<file path="src/rtl/grf_write_scheduler_pkg.sv">
// Shared types for the GRF write scheduler: register-address width, default data
// width and the write-back entry record held in the mul/div result FIFO.
package grf_write_scheduler_pkg;

    localparam int REG_AW   = 5;
    localparam int GRF_XLEN = 32;

    typedef struct packed {
        logic                valid;
        logic [REG_AW-1:0]   addr;
        logic [GRF_XLEN-1:0] data;
        logic [GRF_XLEN-1:0] pc;
    } wb_entry_t;

    // $0 is hardwired; requests aimed at it are swallowed everywhere
    function automatic logic reg_writable(input logic [REG_AW-1:0] addr);
        return addr != REG_AW'(0);
    endfunction

endpackage

</file>
<file path="src/rtl/grf_wb_fifo.sv">
// Mul/div result FIFO: per-entry squash by address, skip of squashed head entries,
// occupancy of live entries, and an oldest-first view of the storage for bypass.
module grf_wb_fifo
    import grf_write_scheduler_pkg::*;
#(
    parameter int DEPTH = 4
) (
    input  logic                      clk,
    input  logic                      reset,
    input  logic                      push,
    input  logic [REG_AW-1:0]         push_addr,
    input  logic [GRF_XLEN-1:0]       push_data,
    input  logic [GRF_XLEN-1:0]       push_pc,
    input  logic                      pop,
    input  logic                      kill_en,
    input  logic [REG_AW-1:0]         kill_addr,
    output logic                      full,
    output wb_entry_t                 head,
    output logic                      kill_hit,
    output logic [$clog2(DEPTH):0]    pending,
    output logic [DEPTH-1:0]          ent_valid,
    output logic [REG_AW-1:0]         ent_addr [DEPTH],
    output logic [GRF_XLEN-1:0]       ent_data [DEPTH]
);

    localparam int AW = $clog2(DEPTH);
    localparam int PW = AW + 1;

    wb_entry_t         mem_r [DEPTH];
    wb_entry_t         mem_s [DEPTH];
    logic [PW-1:0]     wr_ptr_r;
    logic [PW-1:0]     rd_ptr_r;
    logic [PW-1:0]     pend_r;
    logic [PW-1:0]     pend_s;
    logic [PW-1:0]     occ_s;
    logic [PW-1:0]     lead_s;
    logic [PW-1:0]     pop_n_s;
    logic [AW-1:0]     head_idx_s;
    logic [AW-1:0]     rel_s [DEPTH];
    logic              seen_s;

    assign occ_s   = wr_ptr_r - rd_ptr_r;
    assign full    = (wr_ptr_r[AW] != rd_ptr_r[AW]) && (wr_ptr_r[AW-1:0] == rd_ptr_r[AW-1:0]);
    assign pending = pend_r;

    for (genvar g = 0; g < DEPTH; g++) begin : g_view
        logic [AW-1:0] idx_s;
        assign idx_s        = rd_ptr_r[AW-1:0] + AW'(g);
        assign ent_valid[g] = mem_r[idx_s].valid;
        assign ent_addr[g]  = mem_r[idx_s].addr;
        assign ent_data[g]  = mem_r[idx_s].data;
        assign rel_s[g]     = AW'(g) - rd_ptr_r[AW-1:0];
    end

    // Count squashed entries sitting in front of the first live one
    always_comb begin
        lead_s = PW'(0);
        seen_s = 1'b0;
        for (int i = 0; i < DEPTH; i++) begin
            if (!seen_s && (PW'(i) < occ_s)) begin
                if (ent_valid[i]) begin
                    seen_s = 1'b1;
                end else begin
                    lead_s = lead_s + PW'(1);
                end
            end else begin
                seen_s = seen_s;
            end
        end
    end

    assign head_idx_s = rd_ptr_r[AW-1:0] + lead_s[AW-1:0];
    assign pop_n_s    = lead_s + ((pop && seen_s) ? PW'(1) : PW'(0));

    // Head view: first live entry, valid only if one exists
    always_comb begin
        head       = mem_r[head_idx_s];
        head.valid = seen_s;
    end

    // Next storage image: retire popped slots, squash by address, then append
    always_comb begin
        kill_hit = 1'b0;
        for (int i = 0; i < DEPTH; i++) begin
            mem_s[i] = mem_r[i];
            if ({1'b0, rel_s[i]} < pop_n_s) begin
                mem_s[i].valid = 1'b0;
            end else begin
                mem_s[i].valid = mem_r[i].valid;
            end
            if (kill_en && mem_r[i].valid && (mem_r[i].addr == kill_addr)) begin
                mem_s[i].valid = 1'b0;
                kill_hit       = 1'b1;
            end else begin
                kill_hit = kill_hit;
            end
        end
        if (push) begin
            mem_s[wr_ptr_r[AW-1:0]] = '{valid: 1'b1, addr: push_addr, data: push_data, pc: push_pc};
        end else begin
            mem_s[wr_ptr_r[AW-1:0]] = mem_s[wr_ptr_r[AW-1:0]];
        end
        pend_s = PW'(0);
        for (int i = 0; i < DEPTH; i++) begin
            pend_s = pend_s + PW'(mem_s[i].valid);
        end
    end

    // Pointer, occupancy and storage registers
    always_ff @(posedge clk or posedge reset) begin
        if (reset) begin
            wr_ptr_r <= PW'(0);
            rd_ptr_r <= PW'(0);
            pend_r   <= PW'(0);
            for (int i = 0; i < DEPTH; i++) begin
                mem_r[i] <= '0;
            end
        end else begin
            wr_ptr_r <= wr_ptr_r + (push ? PW'(1) : PW'(0));
            rd_ptr_r <= rd_ptr_r + pop_n_s;
            pend_r   <= pend_s;
            for (int i = 0; i < DEPTH; i++) begin
                mem_r[i] <= mem_s[i];
            end
        end
    end

endmodule

</file>
<file path="src/rtl/grf_write_scheduler.sv">
// Merges pipeline WB and buffered mul/div results into one registered GRF write per
// cycle, and answers two bypass queries against writes not yet in the register file.
module grf_write_scheduler
    import grf_write_scheduler_pkg::*;
#(
    parameter int DEPTH = 4,
    parameter int XLEN  = GRF_XLEN
) (
    input  logic                    clk,
    input  logic                    reset,
    input  logic                    pipe_valid,
    input  logic [REG_AW-1:0]       pipe_addr,
    input  logic [XLEN-1:0]         pipe_data,
    input  logic [XLEN-1:0]         pipe_pc,
    input  logic                    md_valid,
    output logic                    md_ready,
    input  logic [REG_AW-1:0]       md_addr,
    input  logic [XLEN-1:0]         md_data,
    input  logic [XLEN-1:0]         md_pc,
    output logic                    grf_we,
    output logic [REG_AW-1:0]       grf_addr,
    output logic [XLEN-1:0]         grf_wdata,
    output logic [XLEN-1:0]         grf_pc,
    input  logic [REG_AW-1:0]       q1_addr,
    output logic                    q1_hit,
    output logic [XLEN-1:0]         q1_data,
    input  logic [REG_AW-1:0]       q2_addr,
    output logic                    q2_hit,
    output logic [XLEN-1:0]         q2_data,
    output logic [$clog2(DEPTH):0]  pending_cnt,
    output logic                    squash
);

    logic                  grf_we_r;
    logic [REG_AW-1:0]     grf_addr_r;
    logic [XLEN-1:0]       grf_wdata_r;
    logic [XLEN-1:0]       grf_pc_r;
    logic                  squash_r;

    logic                  full_s;
    wb_entry_t             head_s;
    logic                  kill_hit_s;
    logic [DEPTH-1:0]      ent_valid_s;
    logic [REG_AW-1:0]     ent_addr_s [DEPTH];
    logic [XLEN-1:0]       ent_data_s [DEPTH];

    logic                  pipe_we_s;
    logic                  md_take_s;
    logic                  issue_s;
    logic                  pop_s;
    logic                  direct_s;
    logic                  push_s;
    logic [REG_AW-1:0]     iss_addr_s;
    logic [XLEN-1:0]       iss_data_s;
    logic [XLEN-1:0]       iss_pc_s;
    logic [XLEN:0]         q1_res_s;
    logic [XLEN:0]         q2_res_s;

    assign md_ready  = !full_s;
    assign pipe_we_s = pipe_valid && reg_writable(pipe_addr);
    // $0 results are still handshaked so the producer never stalls on them
    assign md_take_s = md_valid && md_ready && reg_writable(md_addr);
    assign push_s    = md_take_s && !direct_s;

    grf_wb_fifo #(
        .DEPTH (DEPTH)
    ) u_fifo (
        .clk       (clk),
        .reset     (reset),
        .push      (push_s),
        .push_addr (md_addr),
        .push_data (md_data),
        .push_pc   (md_pc),
        .pop       (pop_s),
        .kill_en   (pipe_we_s),
        .kill_addr (pipe_addr),
        .full      (full_s),
        .head      (head_s),
        .kill_hit  (kill_hit_s),
        .pending   (pending_cnt),
        .ent_valid (ent_valid_s),
        .ent_addr  (ent_addr_s),
        .ent_data  (ent_data_s)
    );

    // Issue select: pipe, then oldest live FIFO entry, then direct mul/div
    always_comb begin
        issue_s    = 1'b0;
        pop_s      = 1'b0;
        direct_s   = 1'b0;
        iss_addr_s = grf_addr_r;
        iss_data_s = grf_wdata_r;
        iss_pc_s   = grf_pc_r;
        if (pipe_we_s) begin
            issue_s    = 1'b1;
            iss_addr_s = pipe_addr;
            iss_data_s = pipe_data;
            iss_pc_s   = pipe_pc;
        end else if (head_s.valid) begin
            issue_s    = 1'b1;
            pop_s      = 1'b1;
            iss_addr_s = head_s.addr;
            iss_data_s = head_s.data;
            iss_pc_s   = head_s.pc;
        end else if (md_take_s) begin
            issue_s    = 1'b1;
            direct_s   = 1'b1;
            iss_addr_s = md_addr;
            iss_data_s = md_data;
            iss_pc_s   = md_pc;
        end else begin
            issue_s = 1'b0;
        end
    end

    // Output register; address/data/pc hold when nothing issues
    always_ff @(posedge clk or posedge reset) begin
        if (reset) begin
            grf_we_r    <= 1'b0;
            grf_addr_r  <= REG_AW'(0);
            grf_wdata_r <= XLEN'(0);
            grf_pc_r    <= XLEN'(0);
            squash_r    <= 1'b0;
        end else begin
            grf_we_r    <= issue_s;
            grf_addr_r  <= iss_addr_s;
            grf_wdata_r <= iss_data_s;
            grf_pc_r    <= iss_pc_s;
            squash_r    <= kill_hit_s;
        end
    end

    assign grf_we    = grf_we_r;
    assign grf_addr  = grf_addr_r;
    assign grf_wdata = grf_wdata_r;
    assign grf_pc    = grf_pc_r;
    assign squash    = squash_r;

    // Newest match wins: FIFO entries are scanned oldest-first so later hits override
    function automatic logic [XLEN:0] lookup(input logic [REG_AW-1:0] qa);
        logic [XLEN:0] res;
        res = {1'b0, XLEN'(0)};
        if (grf_we_r && (grf_addr_r == qa)) begin
            res = {1'b1, grf_wdata_r};
        end else begin
            res = res;
        end
        for (int i = 0; i < DEPTH; i++) begin
            if (ent_valid_s[i] && (ent_addr_s[i] == qa)) begin
                res = {1'b1, ent_data_s[i]};
            end else begin
                res = res;
            end
        end
        if (!reg_writable(qa)) begin
            res = {1'b0, XLEN'(0)};
        end else begin
            res = res;
        end
        return res;
    endfunction

    // Bypass query ports
    always_comb begin
        q1_res_s = lookup(q1_addr);
        q2_res_s = lookup(q2_addr);
    end

    assign q1_hit  = q1_res_s[XLEN];
    assign q1_data = q1_res_s[XLEN-1:0];
    assign q2_hit  = q2_res_s[XLEN];
    assign q2_data = q2_res_s[XLEN-1:0];

endmodule

</file>
<file path="config.mk">
export PLATFORM = sky130hd
export DESIGN_NAME = grf_write_scheduler
export DESIGN_NICKNAME = d
export VERILOG_FILES = /design/src/rtl/grf_write_scheduler_pkg.sv /design/src/rtl/grf_wb_fifo.sv /design/src/rtl/grf_write_scheduler.sv
export SDC_FILE = /design/constraint.sdc
export NUM_CORES = 2
export LEC_CHECK = 0
export CAP_MARGIN = 30
export CORE_MARGIN = 5
export CORE_UTILIZATION = 51
export DETAILED_ROUTE_END_ITERATION = 12
export PLACE_DENSITY_LB_ADDON = 0.2
export SYNTH_ARGS = -nofsm -noshare
export SYNTH_HDL_FRONTEND = slang
export SYNTH_SLANG_ARGS = --single-unit
</file>
<file path="constraint.sdc">
create_clock -name clk -period 14.5 [get_ports clk]
set_input_delay 4.35 -clock clk [delete_from_list [all_inputs] [get_ports clk]]
set_output_delay 4.35 -clock clk [all_outputs]
set_load 0.005 [all_outputs]
</file>
==> impl_metrics.tcl <==
set metrics [dict create \
    ios 293 \
    finalCritPeriodShare 0.8336 \
    finalSetupViolCount 0 \
    io_buffers 292 \
    crit_type "input pin to output port" \
    clkTransAtPathRegs_ns 0.06 \
    antenna_found_initial 13 \
    crit_fanout 38 \
    die_area_um2 57770 \
    drc_errors 0 \
    cts_tree "done" \
    timing.final.crit_period_ns 12.09 \
    required_ns 10.15 \
    gp_congestion 0.8857 \
    grt_max_degree 178 \
    cap_violations 0 \
    drt-pass1-iter-count 8 \
    initial_core_util 0.5150 \
    crit_arrival_ns 7.74 \
    cts.sinks 360 \
    status "complete, no violations" \
    vias 25933 \
    rows 84 \
    yosysSeqAreaShare 0.3329 \
    endpoint_kind "output port" \
    ant_nets 0 \
    synth_area_per_cell_um2 8.652 \
    drive_gt1_frac 0.1382 \
    track_usage 0.3224 \
    clock_latency_ns 0.58 \
    wirelength_um 95930 \
    cts.repair.resized 0 \
    cts_buffers 43 \
    dieWidth_um 240.4 \
    postSynth.asyncResetShare 1.000 \
    tightest_slew_ns 1.056 \
    maxSlewViolCount 0 \
    grt-ovfl-total 0 \
    htreeDepth 2 \
    wire_per_inst_um 24.46 \
    worstSetupStartpointType "input pin" \
    netlist_area_um2 27060 \
    synth_nets 3299 \
    synth_warnings 0 \
    hold_viol_final 0 \
    dp_hpwl_um 58990 \
    synth-edff-count 0 \
    synth_cells 3128 \
    yosysTopAreaCell "dfrtp_1" \
    synth.top_cells.by_area "dfrtp_1 (33%), o21ai_0 (9.3%), mux2i_1 (8.6%)" \
    area_growth_pct 16.52 \
    viasPerCell 6.612 \
    core_region_area_um2 52550 \
    hp-class "register to register" \
    ys_ff_latch 360 \
    synth_cell_types 62 \
    num-nets-final 3367 \
    clockBufferDepth 3 \
    ctsHoldBuffers 0 \
    grt_pass1_vias 25880 \
    drt_iter0_drc 3036 \
    clockRootBuffer "clkbuf_16" \
    rsz0062_at_grt "no" \
    post-cts-setup-buffer-count 0 \
    finalSetupTns_ns 0 \
    grt_pass1_wl_um 148600 \
    skew_ns 0.01081 \
    synth_flop_cell "dfrtp_1" \
    yosysTopAreaCellShare 0.3329 \
    slew_headroom 0.2961 \
    max_clock_freq_ghz 0.08273 \
    die_y_um 240.4 \
]
## worst max-delay path, cell delays in order
cell	delay (ns)
clkdlybuf4s50_1	0.59
xor2_1	0.24
nor4_1	0.32
and3_2	0.68
buf_4	0.54
nand2_1	0.09
a31oi_1	0.31
clkdlybuf4s50_1	0.57
## layout make-up
class / count / area (um2)
fill: 4535 / 21020
multi-input combinational: 2432 / 16710
sequential: 360 / 9024
timing repair buffer: 342 / 3416
clock buffer: 55 / 1191
tap: 688 / 860.8
clock inverter: 22 / 232.7
inverter: 17 / 78.83
antenna: 6 / 15.01
## per-layer routing
layer	share of wire	global-route usage	vias to the layer above	wire length (um)
met4	0.040	0.1448	16	3854
li1	-	-	11509	-
met1	0.40	0.4262	12660	38060
met5	0.0010	0	-	98
met2	0.47	0.5155	1425	44800
met3	0.095	0.06596	323	9113
## final timing paths
| check | cells past startpoint | end | startpoint | slack (ns) |
|---|---|---|---|---|
| hold reg to reg | 2 | u_fifo.mem_r[229] | u_fifo.mem_r[229] | 0.50 |
| max in group asynchronous | 3 | u_fifo.mem_r[97] | reset | 8.62 |
| min in group asynchronous | 2 | u_fifo.mem_r[74] | reset | 4.33 |
| setup / recovery | 8 | q1_data[21] | q1_addr[4] | 2.41 |
| hold / removal | 2 | u_fifo.mem_r[229] | u_fifo.mem_r[229] | 0.50 |
| setup reg to reg | 18 | u_fifo.pending[1] | u_fifo.rd_ptr_r[0] | 6.76 |
## flip-flops by register name, summed over array words and instances, names as in the netlist
register,cells
u_fifo.mem_r,280
grf_pc,32
grf_wdata,32
grf_addr,5
u_fifo.pending,3
u_fifo.rd_ptr_r,3
u_fifo.wr_ptr_r,3
grf_we,1
squash,1
## synth_stat cells, types with 4 or more instances
master / number
nor2_1: 149
buf_4: 15
xor2_1: 36
mux2i_1: 233
o21ai_0: 505
inv_1: 15
a31oi_1: 33
buf_6: 11
nor3_1: 17
buf_1: 15
a21oi_1: 204
nand3_1: 6
nor4_1: 7
o211ai_1: 35
and3_1: 5
or4_1: 67
o21ai_1: 73
nand4_1: 9
o211a_1: 64
dfrtp_1: 360
o22ai_1: 5
nand2b_1: 4
a211oi_1: 13
a311oi_1: 64
ha_1: 16
xnor2_1: 44
buf_2: 24
mux4_2: 93
mux2_2: 132
clkbuf_1: 253
nand2_1: 511
or2_2: 65
o31ai_1: 9
## through the flow
stage | instance area (um2) | util | std cells | worst slack, ns | hold slack, ns
CTS | 31490 | 0.5992 | 3915 | 2.495 | 0.5048
detailed placement | 30070 | 0.5721 | 3838 | 2.521 | 0.4912
floorplan | 27060 | - | 3128 | 0.1597 | 0.4609
finish | 31530 | 0.6000 | 3922 | 2.412 | 0.5025
global placement | 29940 | 0.5698 | 3833 | 2.508 | 0.4736
global route | 31530 | 0.5999 | 3919 | 2.219 | 0.5280
## cell families (layout without fill, tap and decap cells)
family / after synthesis / in the layout / synth area share
simple gates: 852 / 852 / 0.1385
other cells: 0 / 6 / 0
buf+inv: 336 / 436 / 0.05345
mux: 459 / 459 / 0.2193
fa+ha+maj: 19 / 19 / 0.009617
flops: 360 / 360 / 0.3329
compound gates: 1020 / 1020 / 0.2188
xor+xnor: 82 / 82 / 0.02737
## cell usage in the layout, fill, tap and decap left out, types with 44 or more instances in the layout
master,count
o21ai_1,73
o211a_1,64
or4_1,67
or2_2,65
xnor2_1,44
a21oi_1,204
dfrtp_1,356
nor2_1,149
nand2_1,505
mux2i_1,233
mux2_2,132
a311oi_1,64
mux4_2,93
clkdlybuf4s50_1,292
o21ai_0,505
Power is not shown: default switching activity piles up to over one toggle a cycle in this logic, so the estimate is an artifact.
